===== src/rtl/mips_pkg.sv =====
`default_nettype none
// ============================================================================
// Module      : mips_pkg
// Description : Shared constants and types for the MIPS fetch stage:
//               opcode/funct values, NOP encoding, default reset PC,
//               fetch-stage state encoding and the branch-offset helper.
// Revision    : 1.0 - initial release
// ============================================================================
package mips_pkg;

    // Primary opcodes and SPECIAL-group funct codes seen by the fetch stage
    localparam logic [5:0] OP_SPECIAL    = 6'h00;
    localparam logic [5:0] OP_J          = 6'h02;
    localparam logic [5:0] OP_JAL        = 6'h03;
    localparam logic [5:0] OP_BEQ        = 6'h04;
    localparam logic [5:0] FUNCT_JR      = 6'h08;
    localparam logic [5:0] FUNCT_SYSCALL = 6'h0C;

    // sll $0,$0,0 - the canonical bubble word
    localparam logic [31:0] NOP_WORD         = 32'h0000_0000;
    localparam logic [31:0] RESET_PC_DEFAULT = 32'h0000_0000;

    // Fetch-stage state, explicit one-bit encoding
    typedef enum logic [0:0] {
        ST_RUN  = 1'b0,
        ST_HALT = 1'b1
    } if_state_e;

    // Sign-extended, word-scaled branch displacement
    function automatic logic [31:0] branch_offset(input logic [15:0] imm);
        return {{14{imm[15]}}, imm, 2'b00};
    endfunction

endpackage : mips_pkg
`default_nettype wire


===== src/rtl/pc_next_calc.sv =====
`default_nettype none
// ============================================================================
// Module      : pc_next_calc
// Description : Combinational next-fetch-address selector.
//               Priority: jr > jmp > branch > sequential (fetch_pc + 4).
// Ports       : fetch_pc  - current fetch address
//               pc_plus4  - address of the instruction in ir, plus 4
//               ir        - current instruction register
//               jr_target - rs value for jr
//               sel_jr / sel_jmp / sel_br - qualified redirect requests
//               next_pc   - selected next fetch address
// Revision    : 1.0 - initial release
// ============================================================================
module pc_next_calc
    import mips_pkg::*;
(
    input  logic [31:0] fetch_pc,
    input  logic [31:0] pc_plus4,
    input  logic [31:0] ir,
    input  logic [31:0] jr_target,
    input  logic        sel_jr,
    input  logic        sel_jmp,
    input  logic        sel_br,
    output logic [31:0] next_pc
);

    // Opcode field and jr_target low bits play no part in target math
    logic w_unused_bits;
    assign w_unused_bits = &{1'b0, ir[31:26], jr_target[1:0]};

    always_comb begin
        next_pc = fetch_pc + 32'd4;
        if (sel_jr) begin
            // Force word alignment of the register target
            next_pc = {jr_target[31:2], 2'b00};
        end else if (sel_jmp) begin
            // Region bits come from the delay-slot-free successor address
            next_pc = {pc_plus4[31:28], ir[25:0], 2'b00};
        end else if (sel_br) begin
            next_pc = pc_plus4 + branch_offset(ir[15:0]);
        end
    end

endmodule : pc_next_calc
`default_nettype wire


===== src/rtl/if_stage.sv =====
`default_nettype none
// ============================================================================
// Module      : if_stage
// Description : MIPS instruction-fetch stage. Holds the fetch PC, drives the
//               asynchronous instruction ROM, latches the returned word into
//               ir, and handles sequential / branch / j / jr flow, stall,
//               squash-on-redirect and syscall halt with go-resume.
// Ports       : clk, rst_n (sync, active-low)
//               imem_addr / imem_rdata     - instruction ROM interface
//               stall                      - hold all fetch state
//               branch_taken, jmp, jr, jr_target, syscall - decode of ir
//               go                         - resume pulse from HALT
//               ir, ir_valid, pc, pc_plus4 - instruction register outputs
//               halted                     - stage parked in HALT
// Options     : IF_PERF_CNT_EN adds cyc_cnt / inst_cnt counter outputs.
// Revision    : 1.0 - initial release
// ============================================================================
module if_stage
    import mips_pkg::*;
#(
    parameter logic [31:0] RESET_PC        = RESET_PC_DEFAULT,
    parameter bit          HALT_ON_SYSCALL = 1'b1
) (
    input  logic        clk,
    input  logic        rst_n,
    output logic [31:0] imem_addr,
    input  logic [31:0] imem_rdata,
    input  logic        stall,
    input  logic        branch_taken,
    input  logic        jmp,
    input  logic        jr,
    input  logic [31:0] jr_target,
    input  logic        syscall,
    input  logic        go,
    output logic [31:0] ir,
    output logic        ir_valid,
    output logic [31:0] pc,
    output logic [31:0] pc_plus4,
    output logic        halted
`ifdef IF_PERF_CNT_EN
    ,
    output logic [31:0] cyc_cnt,
    output logic [31:0] inst_cnt
`endif
);

    if_state_e   r_state;
    logic [31:0] r_fetch_pc;
    logic [31:0] r_ir;
    logic        r_ir_valid;
    logic [31:0] r_pc;
    logic        r_halted;

    logic        w_sel_jr;
    logic        w_sel_jmp;
    logic        w_sel_br;
    logic        w_redirect;
    logic        w_sys_halt;
    logic [31:0] w_pc_plus4;
    logic [31:0] w_next_pc;

    // Decode inputs only mean something when ir holds a real instruction
    assign w_sel_jr   = r_ir_valid & jr;
    assign w_sel_jmp  = r_ir_valid & jmp;
    assign w_sel_br   = r_ir_valid & branch_taken;
    assign w_redirect = w_sel_jr | w_sel_jmp | w_sel_br;
    assign w_sys_halt = r_ir_valid & syscall & HALT_ON_SYSCALL;

    assign w_pc_plus4 = r_pc + 32'd4;

    pc_next_calc u_pc_next_calc (
        .fetch_pc  (r_fetch_pc),
        .pc_plus4  (w_pc_plus4),
        .ir        (r_ir),
        .jr_target (jr_target),
        .sel_jr    (w_sel_jr),
        .sel_jmp   (w_sel_jmp),
        .sel_br    (w_sel_br),
        .next_pc   (w_next_pc)
    );

    always_ff @(posedge clk) begin
        if (!rst_n) begin
            r_state    <= ST_RUN;
            r_fetch_pc <= RESET_PC;
            r_ir       <= NOP_WORD;
            r_ir_valid <= 1'b0;
            r_pc       <= RESET_PC;
            r_halted   <= 1'b0;
        end else begin
            case (r_state)
                ST_RUN: begin
                    if (!stall) begin
                        if (w_sys_halt) begin
                            // fetch_pc already points at syscall pc + 4
                            r_state    <= ST_HALT;
                            r_halted   <= 1'b1;
                            r_ir       <= NOP_WORD;
                            r_ir_valid <= 1'b0;
                        end else if (w_redirect) begin
                            // Squash the word fetched this cycle: one bubble
                            r_fetch_pc <= w_next_pc;
                            r_ir       <= NOP_WORD;
                            r_ir_valid <= 1'b0;
                        end else begin
                            r_ir       <= imem_rdata;
                            r_ir_valid <= 1'b1;
                            r_pc       <= r_fetch_pc;
                            r_fetch_pc <= w_next_pc;
                        end
                    end
                end
                ST_HALT: begin
                    if (go) begin
                        r_state  <= ST_RUN;
                        r_halted <= 1'b0;
                    end
                end
            endcase
        end
    end

`ifdef IF_PERF_CNT_EN
    logic [31:0] r_cyc_cnt;
    logic [31:0] r_inst_cnt;

    always_ff @(posedge clk) begin
        if (!rst_n) begin
            r_cyc_cnt  <= 32'd0;
            r_inst_cnt <= 32'd0;
        end else begin
            if (r_state != ST_HALT) begin
                r_cyc_cnt <= r_cyc_cnt + 32'd1;
            end
            if (r_ir_valid && !stall) begin
                r_inst_cnt <= r_inst_cnt + 32'd1;
            end
        end
    end

    assign cyc_cnt  = r_cyc_cnt;
    assign inst_cnt = r_inst_cnt;
`endif

    assign imem_addr = r_fetch_pc;
    assign ir        = r_ir;
    assign ir_valid  = r_ir_valid;
    assign pc        = r_pc;
    assign pc_plus4  = w_pc_plus4;
    assign halted    = r_halted;

endmodule : if_stage
`default_nettype wire

===== config.mk =====
export PLATFORM = sky130hd
export DESIGN_NAME = if_stage
export DESIGN_NICKNAME = d
export VERILOG_FILES = /design/src/rtl/mips_pkg.sv /design/src/rtl/pc_next_calc.sv /design/src/rtl/if_stage.sv
export SDC_FILE = /design/constraint.sdc
export NUM_CORES = 1
export LEC_CHECK = 0
export ABC_AREA = 1
export CAP_MARGIN = 20
export CORE_MARGIN = 2
export CORE_UTILIZATION = 50
export DETAILED_ROUTE_END_ITERATION = 7
export PLACE_DENSITY = 0.8
export SLEW_MARGIN = 40
export SYNTH_ARGS = -nofsm -noshare
export SYNTH_HDL_FRONTEND = slang
export SYNTH_SLANG_ARGS = --single-unit

===== constraint.sdc =====
create_clock -name clk -period 3.98 [get_ports clk]
set_input_delay 0.597 -clock clk [delete_from_list [all_inputs] [get_ports clk]]
set_output_delay 0.597 -clock clk [all_outputs]
set_load 0.01 [all_outputs]

# ---- Word level (Yosys, flattened, before mapping)
# Index checks and enable logic that the tools add are counted.
dict set report word_totals {
  ff_bits 99
  in_bits 72
}
dict set report classes {
  add_sub_neg 3
  eq_ne 3
  muxes 15
  n_bitwise 10
  reduce_logical 4
}
# operator count
set ops {}
lappend ops {{32-bit 2-to-1 mux} 5}
lappend ops {{32-bit by 3-bit adder with 32-bit output, second input constant} 2}
lappend ops {{32-bit adder} 1}
lappend ops {{1-bit 2-to-1 mux} 8}
lappend ops {{2-bit inequality test, second input constant} 3}
lappend ops {{3-bit AND reduction} 2}
lappend ops {{1-bit bitwise AND} 4}
lappend ops {{1-bit NOT} 4}
lappend ops {{1-bit one-hot mux with 2 select lines} 2}
lappend ops {{4-bit AND reduction} 1}
lappend ops {{1-bit OR} 2}
lappend ops {{2-bit AND reduction} 1}

# ---- Logic depth before layout (Yosys ltp)
# Gate-level depths: netlist of run 1.
dict set report logic_depth {
  word_depth 5
  depth_mapped 28
  depth_no_buf 28
}

# ---- Modules after synthesis
# Synthesis of run 1 repeated with hierarchy kept, for this count alone.
dict set report hier_totals {
  hier_cells 1417
  area_unflattened_um2 8115.3
}
# mod instances cells_per_inst area_per_inst_um2
set modules_own_cells {}
lappend modules_own_cells {if_stage 1 629 4342.9}
lappend modules_own_cells {pc_next_calc 1 788 3772.4}

# ---- Worst setup path before layout of run 1
# No wires, ideal clock.
dict set report synth_timing {
  kind {flip-flop to flip-flop}
  start {register r_pc[2] (netlist: pc[2])}
  end {register r_fetch_pc[27] (netlist: imem_addr[27])}
  setup_time_ns 0.132
  arrival_time_ns 3.041
  t_required_ns 3.848
  path_slack_ns 0.807
  stages_incl_launch_ff 25
  path_buffers 0
  cell_sequence {dfxtp_1 -> ha_1 -> nand2_1 -> nor3_1 -> inv_1 -> nor2_1 -> nand2_1 -> nor3_1 -> nand3_1 -> xor2_1 -> inv_1 -> ha_1 -> nand2_1 -> nor2_1 -> inv_1 -> nor3_1 -> nand2_1 -> nand2_1 -> nand2_1 -> nand3_1 -> nand2_1 -> nand2_1 -> nand2_1 -> nand2_1 -> a21oi_1}
}
dict set report synth_between {
  elab_chain_cells 5
}
# element line_no
set synth_lines {}
lappend synth_lines {{start: declaration} if_stage.sv:51} ;# logic [31:0] r_pc;
lappend synth_lines {{start signal: assignment} if_stage.sv:108} ;# r_pc <= r_fetch_pc;
lappend synth_lines {{32-bit by 3-bit adder with 32-bit output} if_stage.sv:69} ;# assign w_pc_plus4 = r_pc + 32'd4;
lappend synth_lines {{named net pc_plus4[26]} if_stage.sv:38} ;# output logic [31:0] pc_plus4,
lappend synth_lines {{32-bit adder} pc_next_calc.sv:40} ;# next_pc = pc_plus4 + branch_offset(ir[15:0]);
lappend synth_lines {{32-bit 2-to-1 mux} pc_next_calc.sv:39} ;# end else if (sel_br) begin
lappend synth_lines {{32-bit 2-to-1 mux} pc_next_calc.sv:36} ;# end else if (sel_jmp) begin
lappend synth_lines {{32-bit 2-to-1 mux} pc_next_calc.sv:33} ;# if (sel_jr) begin
lappend synth_lines {{end signal: assignment} if_stage.sv:102} ;# r_fetch_pc <= w_next_pc;
lappend synth_lines {{end signal: assignment} if_stage.sv:109} ;# r_fetch_pc <= w_next_pc;
lappend synth_lines {{end: declaration} if_stage.sv:48} ;# logic [31:0] r_fetch_pc;
# The timed path passes the listed nets, and every way through them passes these cells.
# A chain may end at the register's enable or synchronous reset.

# ---- Worst setup path in the final report of run 1
dict set report layout_timing {
  start {register r_pc[4] (netlist: pc[4])}
  end {register r_fetch_pc[22] (netlist: imem_addr[22])}
}
dict set report layout_between {
  elab_chain_cells 5
}
# element line_no
set layout_lines {}
lappend layout_lines {{32-bit by 3-bit adder with 32-bit output} if_stage.sv:69}
lappend layout_lines {{32-bit adder} pc_next_calc.sv:40}
lappend layout_lines {{32-bit 2-to-1 mux} pc_next_calc.sv:39}
lappend layout_lines {{32-bit 2-to-1 mux} pc_next_calc.sv:36}
lappend layout_lines {{32-bit 2-to-1 mux} pc_next_calc.sv:33}
# Every way passes these cells.

==> results.txt, run 1 <==
Yosys printed 0 warnings. Along the worst path, the maximum fanout reaches 6. In the layout the commonest cells are nand2_1, clkdlybuf4s50_1, inv_1, nor2_1, a21oi_1.

The initial standard-cell utilization of the core came out at 0.510. The maximum count of clock buffers along a single path came out at 2. The number of storage elements in the synthesis netlist came out at between 90 and 100. In this run the count of I/O pins placed on the die edge is approximately 200. Adding up every negative setup slack in the final design gives 0 ps.

The synthesized netlist occupies a cell area of around 8400 um2. The layout cell share with drive strength beyond 1 is 0.0446. The main combinational cell family by area after synthesis is simple AND/OR/NAND/NOR gates. The number of filler cells placed in the layout came out at 1,596.

The fraction of the mapped netlist area in adder cells is 0.0544. The root buffer cell chosen for the clock tree is clkbuf_16. The placeable core area is ~17,000 um2. The clock insertion delay at the later pin of the skew report is 350 ps. Among all flip-flop cells after synthesis, the most frequent one is dfxtp_1. The total nets after synthesis is around 1.6k.

The first global-routing pass estimated 48,500 um of wire. The library cell used most frequently in the layout, excluding fill and tap cells, is nand2_1. Entering global routing, the biggest net connects 57 pins. The fmax is around 280 MHz. The post-route fraction of the period consumed by the critical path came out at 0.907. STA classifies the critical path endpoint as a register.

The clock tree synthesis step divided the H-tree into 3 levels. At the worst endpoint, the arrival time is about 4000 ps. The flow ran to the end, and the final reports show no timing, DRC or antenna violations. The number of antenna violations at the first check in global routing came out at 0. From synthesis to final layout, the design area changed by 28.6%. After detailed routing, the number of remaining DRC violations is 0.

The tree built by TritonCTS fans out to slightly below 100 sinks. The violation count after the first detailed-routing iteration is about 1,000. The number of hold violations in the final report came out at 0. STA classifies the critical path startpoint as a register. Row generation in the floorplan step produced 47 rows. Setup repair after global routing left no endpoint under its margin. The number of global-route vias before repair is approximately 9k. The cell area power density is ~300 nW/um2.

The count of maximum capacitance violations is 0. The total of endpoints with negative setup slack in the final report is 0. The share of async-settable or async-resettable flops after synthesis is 0. Of the total synthesized cell area, the portion taken by AND, OR, NAND and NOR gates is 0.420. The final number of max-transition violations is 0. The antenna diode instance count is 0.

The number of hold buffers added after CTS was 0. The mean instance size in the synthesized netlist is approximately 5.8 um2. Measured along the x axis, the die boundary spans 134 um. The worst setup path is of the register to register kind. The required arrival time at the worst endpoint is 4260 ps. The fraction of synthesized area in multiplexers came out at 0. After clock tree synthesis, the clock-pin slew on the worst setup and hold paths is approximately 70 ps.

The sequential cell area fraction in the yosys report is 0.235. Measured against its own limit, the worst slew margin works out to 0.494. The final critical delay including setup and external delays came out at 3610 ps. After layout, the worst setup slack is ~370 ps. The worst-case clock skew is between 8 and 9 ps. The number of vias per cell after detailed routing is about 5.4.

In the final routed layout, each cell accounts on average for around 17 um. The number of cells produced by synthesis came out at about 1.5k. Clock tree synthesis inserted a total of 9 buffers. For the pin with the worst max-slew slack, the measured transition is 758 ps. TritonCTS built the clock tree.

After global routing the overflow that remains totals 0. The post-synthesis cell type count came out at 49. Across the VDD grid, the largest voltage drop is 0.255 mV.

In this run the static leakage power is 5.04 nW. The final weighted congestion in routability-driven placement came out at 1.01. The count of buffers inserted at the top-level ports is 199. The overall via count from detail_route came out at between 10k and 15k. Prior to clock tree synthesis, the placed netlist has a worst setup slack of 362 ps.

The global router's overall resource usage came out at 0.345. The wire-length estimate of the detail-placed layout is between 20,000 and 25,000 um. The area fraction in compound gates after synthesis is 0.134. In this run the register-to-register setup slack is between 300 and 400 ps. The number of synthesized flops with an enable pin came out at 0. The die is around 130 um tall. After the last flow step, the layout net total stands at about 1.7k.

For this block, the routed nets add up to 31,000 um of wire. The die covers 17,900 um2. The post-synthesis share of cell area spent on xor and xnor gates came out at 0.0343.

The tightest min-delay check is of the register to register type. The first-pass iteration count of the detailed router came out at 6. The count of nets left with antenna violations once routing finished came out at 0.
## critical path, cell delays in order (launching register included)
cell	delay (ps)
dfxtp_1	460
nand3_2	180
inv_2	90
nand2_2	90
nor3_2	170
nand2_1	160
nor3_4	240
nand2_1	70
o21ai_0	150
nand2_1	90
inv_1	80
ha_1	290
nand2_1	170
inv_1	50
nand2_1	60
nand2_1	80
inv_1	60
nand2_1	130
inv_1	110
nand3_1	80
nand2_1	60
nand3_1	160
nand2_1	210
nand2_1	60
nand2_1	50
nand2_1	50
a21oi_1	120
## sequential cells by signal, summed over array words and instances (netlist names)
register / count
ir_valid: 1
halted: 1
pc: 32
ir: 32
r_state: 1
imem_addr: 32
## layer usage
layer | vias up | global-route usage | wire length (um)
met2 | 481 | 0.567 | 14200
li1 | 4981 | - | -
met4 | 0 | 0.106 | 841
met3 | 56 | 0.0676 | 3030
met1 | 4484 | 0.458 | 12900
met5 | - | 0 | 0
## logic make-up after synthesis
| kind of cell | count (synthesis) |
|---|---|
| simple gates | 834 |
| fa+ha+maj | 36 |
| compound gates | 212 |
| flops | 99 |
| xor+xnor | 33 |
| buf+inv | 247 |
## synth_stat cells, drive strengths merged (2+ instances only)
cell type | number | area share
a21oi | 127 | 0.076
a311oi | 2 | 0.0021
a31oi | 2 | 0.0015
and2 | 3 | 0.0022
buf | 15 | 0.010
clkbuf | 34 | 0.022
dfxtp | 99 | 0.24
ha | 35 | 0.052
inv | 195 | 0.087
nand2 | 513 | 0.23
nand3 | 92 | 0.056
nand3b | 4 | 0.0036
nand4 | 23 | 0.017
nor2 | 165 | 0.082
nor3 | 23 | 0.017
nor4 | 3 | 0.0030
o211ai | 7 | 0.0062
o21ai | 63 | 0.037
o21bai | 5 | 0.0045
o221ai | 2 | 0.0021
or2 | 7 | 0.0052
xnor2 | 7 | 0.0073
xor2 | 26 | 0.027
## repair_timing
action	CTS	global route
setup buffers	0	0
endpoints found under the setup margin	0	7
resized for setup	0	7
## stage by stage
| step | util | total power [mW] | area [um2] | cells | hold slack [ps] |
|---|---|---|---|---|---|
| 5_1_grt | 0.655 | 3.36 | 10800 | 1856 | 486 |
| 3_3_place_gp | 0.635 | 2.27 | 10500 | 1842 | 452 |
| 2_1_floorplan | - | 1.78 | 8420 | 1461 | 457 |
| 3_5_place_dp | 0.635 | 2.28 | 10500 | 1842 | 462 |
| 6_report | 0.655 | 3.21 | 10800 | 1856 | 473 |
| 4_1_cts | 0.653 | 3.20 | 10800 | 1856 | 474 |
## where the power goes
part / switching [mW] / internal [mW]
logic: 0.579 / 0.475
clock network: 0.388 / 0.544
registers: 0.152 / 1.08
total: 1.12 / 2.09
## path summary, 6_finish.rpt
kind	end	cells after the start	from
setup / recovery	imem_addr[22]$_SDFFE_PN0P_	26	pc[4]$_SDFFE_PN0P_
hold / removal	ir[27]$_SDFFE_PN0P_	2	ir[27]$_SDFFE_PN0P_
setup reg to reg	imem_addr[22]$_SDFFE_PN0P_	26	pc[4]$_SDFFE_PN0P_
hold reg to reg	ir[27]$_SDFFE_PN0P_	2	ir[27]$_SDFFE_PN0P_
## cell type report
type / count / area, um2 / share of cell area
multi-input cells: 1115 / 5440 / 0.503
repair buffers: 212 / 2090 / 0.193
flip-flops and latches: 99 / 1980 / 0.183
inverters: 196 / 736 / 0.0679
well taps: 220 / 275 / 0.0254
clock buffers: 9 / 225 / 0.0208
clock inverters: 5 / 78.8 / 0.00728
(Power assumes the default switching activity.)
==> inputs of run 2 (changes only) <==
Settings changed: CELL_PAD_IN_SITES_DETAIL_PLACEMENT set to 0, CELL_PAD_IN_SITES_GLOBAL_PLACEMENT set to 1, CORE_UTILIZATION 50 to 34, PLACE_DENSITY 0.8 to unset, PLACE_DENSITY_LB_ADDON set to 0.1.
==> run 2 against run 1 <==
Net effect: clock-buffer cell count up 2; fmax up 0.98%; total power down 1.2%; non-clock buffer count up 3; combinational power about the same; hold slack worse by 5.9 ps; routed wire length up 8.4%; global-route usage down 8.8 points; design area up 1.5%; via count down 3.5%; critical endpoint is now imem_addr[26]$_SDFFE_PN0P_; largest power group unchanged.
==> results.txt, run 2 (synthesis gave the netlist of run 1 again) <==
The run finished with clean final reports. The final weighted congestion in routability-driven placement came out at 0.854. The placeable core area came out at about 24,000 um2. The maximum net fanout on the critical path is 5. The overall via count from detail_route is between 9k and 10k.

The global routing met2 resource utilization came out at 0.413. The total overflow left after global routing is 0. For this run, global-route usage on met1 was measured as 0.352. The library cell contributing the largest single delay on the critical path is ha_2. The net count of the finished layout is roughly 1.7k.

The total power after layout came out at around 3.2 mW. The library cell used most frequently in the layout, excluding fill and tap cells, is nand2_1. The count of cells along the worst hold path is 2. Entering global routing, the biggest net connects between 50 and 60 pins. The most repeated library cell on the critical path is nand2_1. The site row count came out at 57. In this run the most critical hold path is launched from halted$_SDFFE_PN0P_. The initial standard-cell utilization of the core came out at 0.346.

The number of antenna violations at the first check in global routing came to 0. Setup violations remaining at the end of the flow were counted as 0. The first global-routing pass estimated ~52,000 um of wire. The number of nets with antenna violations after routing came out at 0. STA puts the critical path data required time at around 4200 ps. Setup repair after global routing left no endpoint under its margin.

The HPWL after detailed placement is between 20,000 and 30,000 um. The startpoint identified for the worst register-to-register timing path is pc[2]$_SDFFE_PN0P_. The worst path buffer plus inverter count came out at 4. After clock tree synthesis, the clock-pin slew on the worst setup and hold paths is ~80 ps. For this block, the initial DRC count from the detailed router was ~700. The transition time at the pin with the least slew margin came out at 841 ps. The number of hold violations in the final report was 0. The kind of cell with the highest combined delay along the critical path is simple AND/OR/NAND/NOR gates. The average detailed-routed wire length per instance is 17.1 um.

The total clock sinks came out at 99. The cell area power density came out at slightly below 300 nW/um2. For the finished layout, the period the worst path requires is roughly 3600 ps. The worst supply voltage drop on vdd is between 0.2 and 0.25 mV.

The detailed-route DRC error count came out at 0. The max-slew headroom at the worst pin came out at 0.439. approximately 200 I/O pins were placed. For flop-to-flop paths, the worst setup slack is approximately 400 ps. The synthesis-to-finish area growth is 30.5%. The final number of max-transition violations came out at 0. Across every metal layer, demand over resource in global routing totals 0.257. The antenna diode instance count is 0. The number of cell instances on the worst register-to-register path came out at 26. The delay of the slowest critical-path stage is 390 ps. The first-pass iteration count of the detailed router is 7. The worst setup path is launched from a register. The clock root buffer is clkbuf_16. In this run the critical register-to-register path is captured at imem_addr[26]$_SDFFE_PN0P_. The count of buffers inserted at the top-level ports is between 150 and 200.

At the later pin of the worst-skew pair, clock insertion delay measures ~360 ps. The final setup TNS came out at 0 ps. The met3 global-route usage came out at 0.0462. The number of global-route vias before repair came to just over 9k. The total CTS buffers is 9. The startpoint of the most critical setup path is pc[2]$_SDFFE_PN0P_. In the layout the commonest cells are nand2_1, clkdlybuf4s50_1, inv_1, nor2_1, a21oi_1.

The die covers approximately 26,000 um2. The layout cell share with drive strength beyond 1 is 0.0530. The path category of the worst min-delay check is register to register. The post-route fraction of the period consumed by the critical path is 0.898.

The worst-case clock skew came out at between 15 and 20 ps. The die outline width came out at ~160 um. In this run the most used layer during global routing was met2.

By startpoint and endpoint, the worst setup path is classified as register to register. STA classifies the critical path endpoint as a register. The analysis attributes to cell leakage a power of around 5 nW. The capture endpoint of the worst hold path is halted$_SDFFE_PN0P_. Timing would allow up to around 280 MHz.

The maximum count of clock buffers along a single path came out at 2. Measured along the y axis, the die boundary spans 161 um. The number of post-CTS setup repair buffers came out at 0. The count of maximum capacitance violations is 0. The number of vias per cell after detailed routing is ~4.9. The H-tree level count came out at 3. TritonCTS built the clock tree. The total wirelength of the detailed-routed design is roughly 34,000 um. The worst hold slack is about 470 ps.

The arrival time of the worst setup path came out at about 3800 ps.
run 2: changes by cell type in the layout (fill, tap and decap cells not counted), sizes merged:
cell      previous run  this run
buf                 13        16
bufinv               2         0
clkbuf               9        11
clkinvlp             0         1
inv                196       197
run 2: worst max-delay path by stage:
| stage | end | slack (ps) | depth (start not counted) |
|---|---|---|---|
| 2_1_floorplan | imem_addr[27]$_SDFFE_PN0P_ | 810 | 24 |
| 3_3_place_gp | imem_addr[25]$_SDFFE_PN0P_ | 300 | 23 |
| 3_5_place_dp | imem_addr[27]$_SDFFE_PN0P_ | 240 | 25 |
| 4_1_cts | imem_addr[27]$_SDFFE_PN0P_ | 200 | 25 |
| 5_1_grt | imem_addr[27]$_SDFFE_PN0P_ | 50 | 25 |
| 6_report | imem_addr[26]$_SDFFE_PN0P_ | 410 | 26 |
run 2: routing by layer:
metal  wire length [um]  share of wire
met5                  0              0
met4                675          0.020
met3               1980          0.059
met2              14900           0.44
met1              16000           0.48
run 2: final cells by class:
class | instances | area, um2
fillers | 2753 | 13300
well taps | 324 | 405
inverters | 196 | 736
clock inverters | 5 | 45.0
clock buffers | 11 | 243
repair buffers | 215 | 2120
flip-flops and latches | 99 | 1990
multi-input cells | 1115 | 5450
run 2: what timing repair did:
action,4_1_cts,5_1_grt
endpoints found under the setup margin,0,10
hold buffers,0,0
resized for setup,0,16
run 2: per-stage QoR:
stage	worst slack, ps	area, um2	std cells	utilization
floorplan	807	8420	1461	-
global placement	301	10700	1949	0.438
detailed placement	241	10700	1949	0.438
CTS	201	10900	1965	0.450
global route	48.3	11000	1965	0.452
finish	407	11000	1965	0.452
run 2: tightest hold or removal path: stages, from the launching register on:
cell and delay, ps:
dfxtp_1 310, nand2_1 60, a21oi_1 50
run 2: where the power goes:
group / internal [mW] / leakage, nW / switching (mW)
combinational: 0.481 / 4.11 / 0.594
clock: 0.451 / 0.138 / 0.423
sequential: 1.08 / 0.813 / 0.151
total: 2.01 / 5.06 / 1.17
==> inputs of run 3 (changes only) <==
Settings changed: CTS_CLUSTER_DIAMETER set to 60, MAX_ROUTING_LAYER set to met4.
==> run 3 against run 2 <==
Net effect: hold slack got worse by 2.4 ps; total power rose by 0.33%; flip-flop and latch count did not move; die area did not move; combinational power barely moved; register-to-register slack got worse by 40 ps; cell count did not move; critical path depth fell by 3; largest cell class unchanged.
==> results.txt, run 3 (synthesis gave the netlist of run 1 again) <==
Setup repair after global routing left no endpoint under its margin. The first global-routing pass estimated 51,400 um of wire. The number of global-route vias before repair was 9,225.

After layout, the minimum clock period comes to ~3600 ps. The number of filler cells placed in the layout is 2,694. After clock tree synthesis, the clock-pin slew on the worst setup and hold paths is approximately 80 ps.

The total wirelength of the detailed-routed design came out at ~33,000 um. The post-CTS resize count came out at 0. For this block, the initial DRC count from the detailed router was around 660.

The top cell types in the final layout, fill and taps aside, are nand2_1, clkdlybuf4s50_1, inv_1, nor2_1, a21oi_1. The cell area power density came out at ~290 nW/um2. Tracing the worst setup path back leads to its startpoint at pc[2]$_SDFFE_PN0P_. Detailed placement ended at an HPWL of about 26,000 um.

The area of the die is roughly 26,000 um2. The quantity of hold-fixing buffers added after cts is 0. In this run the critical register-to-register path is launched from pc[2]$_SDFFE_PN0P_.

STA classifies the critical path startpoint as a register. The maximum number of pins on one net before global-route repair came out at 57. The final route contains roughly 9.6k vias. Measured in cells, the most critical reg-to-reg path has a length of 23. The detailed-route DRC error count is 0. In the final layout, the share of cells above drive strength 1 is 0.0488. Adding up every negative setup slack in the final design gives 0 ps. After the last flow step, the layout net total stands at between 1.5k and 2k. For this design the static power due to leakage is 5.05 nW. Registers take ~2000 um2.

The transition time at the pin with the least slew margin is about 640 ps. Data on the critical path is required at its endpoint by ~4300 ps. The final number of max-transition violations is 0. The path category of the worst min-delay check is register to register.

The maximum count of clock buffers along a single path is 2. The clock arrives with between 15 and 20 ps of skew. The worst supply voltage drop on vdd is 0.202 mV.

After detailed routing, the number of vias per cell comes to just under 5. The most critical setup path has its endpoint at imem_addr[24]$_SDFFE_PN0P_. The count of maximum capacitance violations came out at 0. The flow ran to the end, and the final reports show no timing, DRC or antenna violations. In the global route stage, overall resource usage came out at 0.262. The overall die height is 161 um. The library cell used most frequently in the layout, excluding fill and tap cells, is nand2_1.

STA classifies the critical path endpoint as a register. Measured along the x axis, the die boundary spans ~160 um. The first detailed-routing pass ran for 5 iterations.

In this run the register-to-register setup slack is 360 ps. In this run the critical register-to-register path is captured at imem_addr[24]$_SDFFE_PN0P_. Global routing finished with a remaining overflow of 0. The total clock sinks is 99. The number of antenna violations at the first check in global routing is 0.

The initial utilization of the core area, before any placement, comes to 0.346. The fmax came out at 277 MHz. The arrival time of the worst setup path came out at 3900 ps. The type of the worst setup path is register to register. In this run the core area contains 57 standard-cell rows. The synthesis-to-finish area growth is 30.4%. TritonCTS built the clock tree. The average detailed-routed wire length per instance is roughly 17 um. Clock latency on the worst-skew pair, taken at its later pin, is 350 ps.

The count of pins on the block boundary is 202. The number of post-CTS setup repair buffers came out at 0. The count of cells along the worst hold path came out at 2. The final weighted congestion in routability-driven placement is 0.900. Setup violations remaining at the end of the flow were counted as 0. The count of buffers inserted at the top-level ports is ~200. The maximum net fanout on the critical path is 5. The max-slew headroom at the worst pin came out at 0.572. The H-tree level count is 3. The antenna diode instance count came out at 0. The placeable core area came out at approximately 24,000 um2. Final hold analysis gives a worst-case slack of between 400 and 500 ps. Summing all multi-input logic gate instances after layout gives between 5000 and 6000 um2. Of the available clock period, the critical path in the final layout requires 0.909. The root buffer cell chosen for the clock tree is clkbuf_16. The total CTS buffers came out at 9. The number of hold violations in the final report is 0. The number of nets with antenna violations after routing came out at 0.
[run 3: per-layer routing]
metal  track usage  share of wire  up-vias
met4        0.0625          0.019        0
met1         0.361           0.48     4283
li1              -              -     4977
met3        0.0378          0.054       37
met5             -              0        -
met2         0.407           0.45      279
[run 3: area by class of cell]
type / instances / area share
inverter: 196 / 0.0672
tap: 324 / 0.0369
sequential: 99 / 0.181
clock inverter: 5 / 0.00558
multi-input combinational: 1115 / 0.494
clock buffer: 11 / 0.0212
timing repair buffer: 215 / 0.194
[run 3: critical path: stages (launching register included)]
cell,delay [ps]
dfxtp_2,370
ha_1,170
nand2_1,80
nor3_1,190
inv_1,70
nor2_1,100
nand2_1,90
nor3_1,230
nand2_1,100
xor2_1,170
inv_1,100
ha_1,380
nand2_1,130
nor2_1,250
nand2_1,140
nor2_1,120
nand2_1,110
nand4_1,110
nand3_1,190
nand2_1,170
nand2_1,60
nand2_1,50
nand2_1,50
a21oi_1,120
[run 3: worst min-delay path by stage]
stage | start | end | slack, ps
floorplan | r_state$_SDFF_PN0_ | r_state$_SDFF_PN0_ | 460
global placement | ir[26]$_SDFFE_PN0P_ | ir[26]$_SDFFE_PN0P_ | 450
detailed placement | ir[27]$_SDFFE_PN0P_ | ir[27]$_SDFFE_PN0P_ | 460
CTS | ir[27]$_SDFFE_PN0P_ | ir[27]$_SDFFE_PN0P_ | 470
global route | halted$_SDFFE_PN0P_ | halted$_SDFFE_PN0P_ | 490
finish | ir[27]$_SDFFE_PN0P_ | ir[27]$_SDFFE_PN0P_ | 460
[run 3: report_power, final]
part,internal (mW),total [mW],switching (mW),leakage [nW]
clock,0.491,0.894,0.403,0.132
combinational,0.479,1.07,0.592,4.10
sequential,1.08,1.22,0.146,0.813
total,2.05,3.19,1.14,5.05
[run 3: stage by stage]
step / cell area, um2 / instances / power, mW / setup WS [ps] / util
4_1_cts: 11000 / 1965 / 3.21 / 236 / 0.451
2_1_floorplan: 8420 / 1461 / 1.78 / 807 / -
3_5_place_dp: 10700 / 1949 / 2.31 / 262 / 0.438
6_report: 11000 / 1965 / 3.19 / 364 / 0.451
5_1_grt: 11000 / 1965 / 3.38 / 15.1 / 0.451
3_3_place_gp: 10700 / 1949 / 2.30 / 302 / 0.438
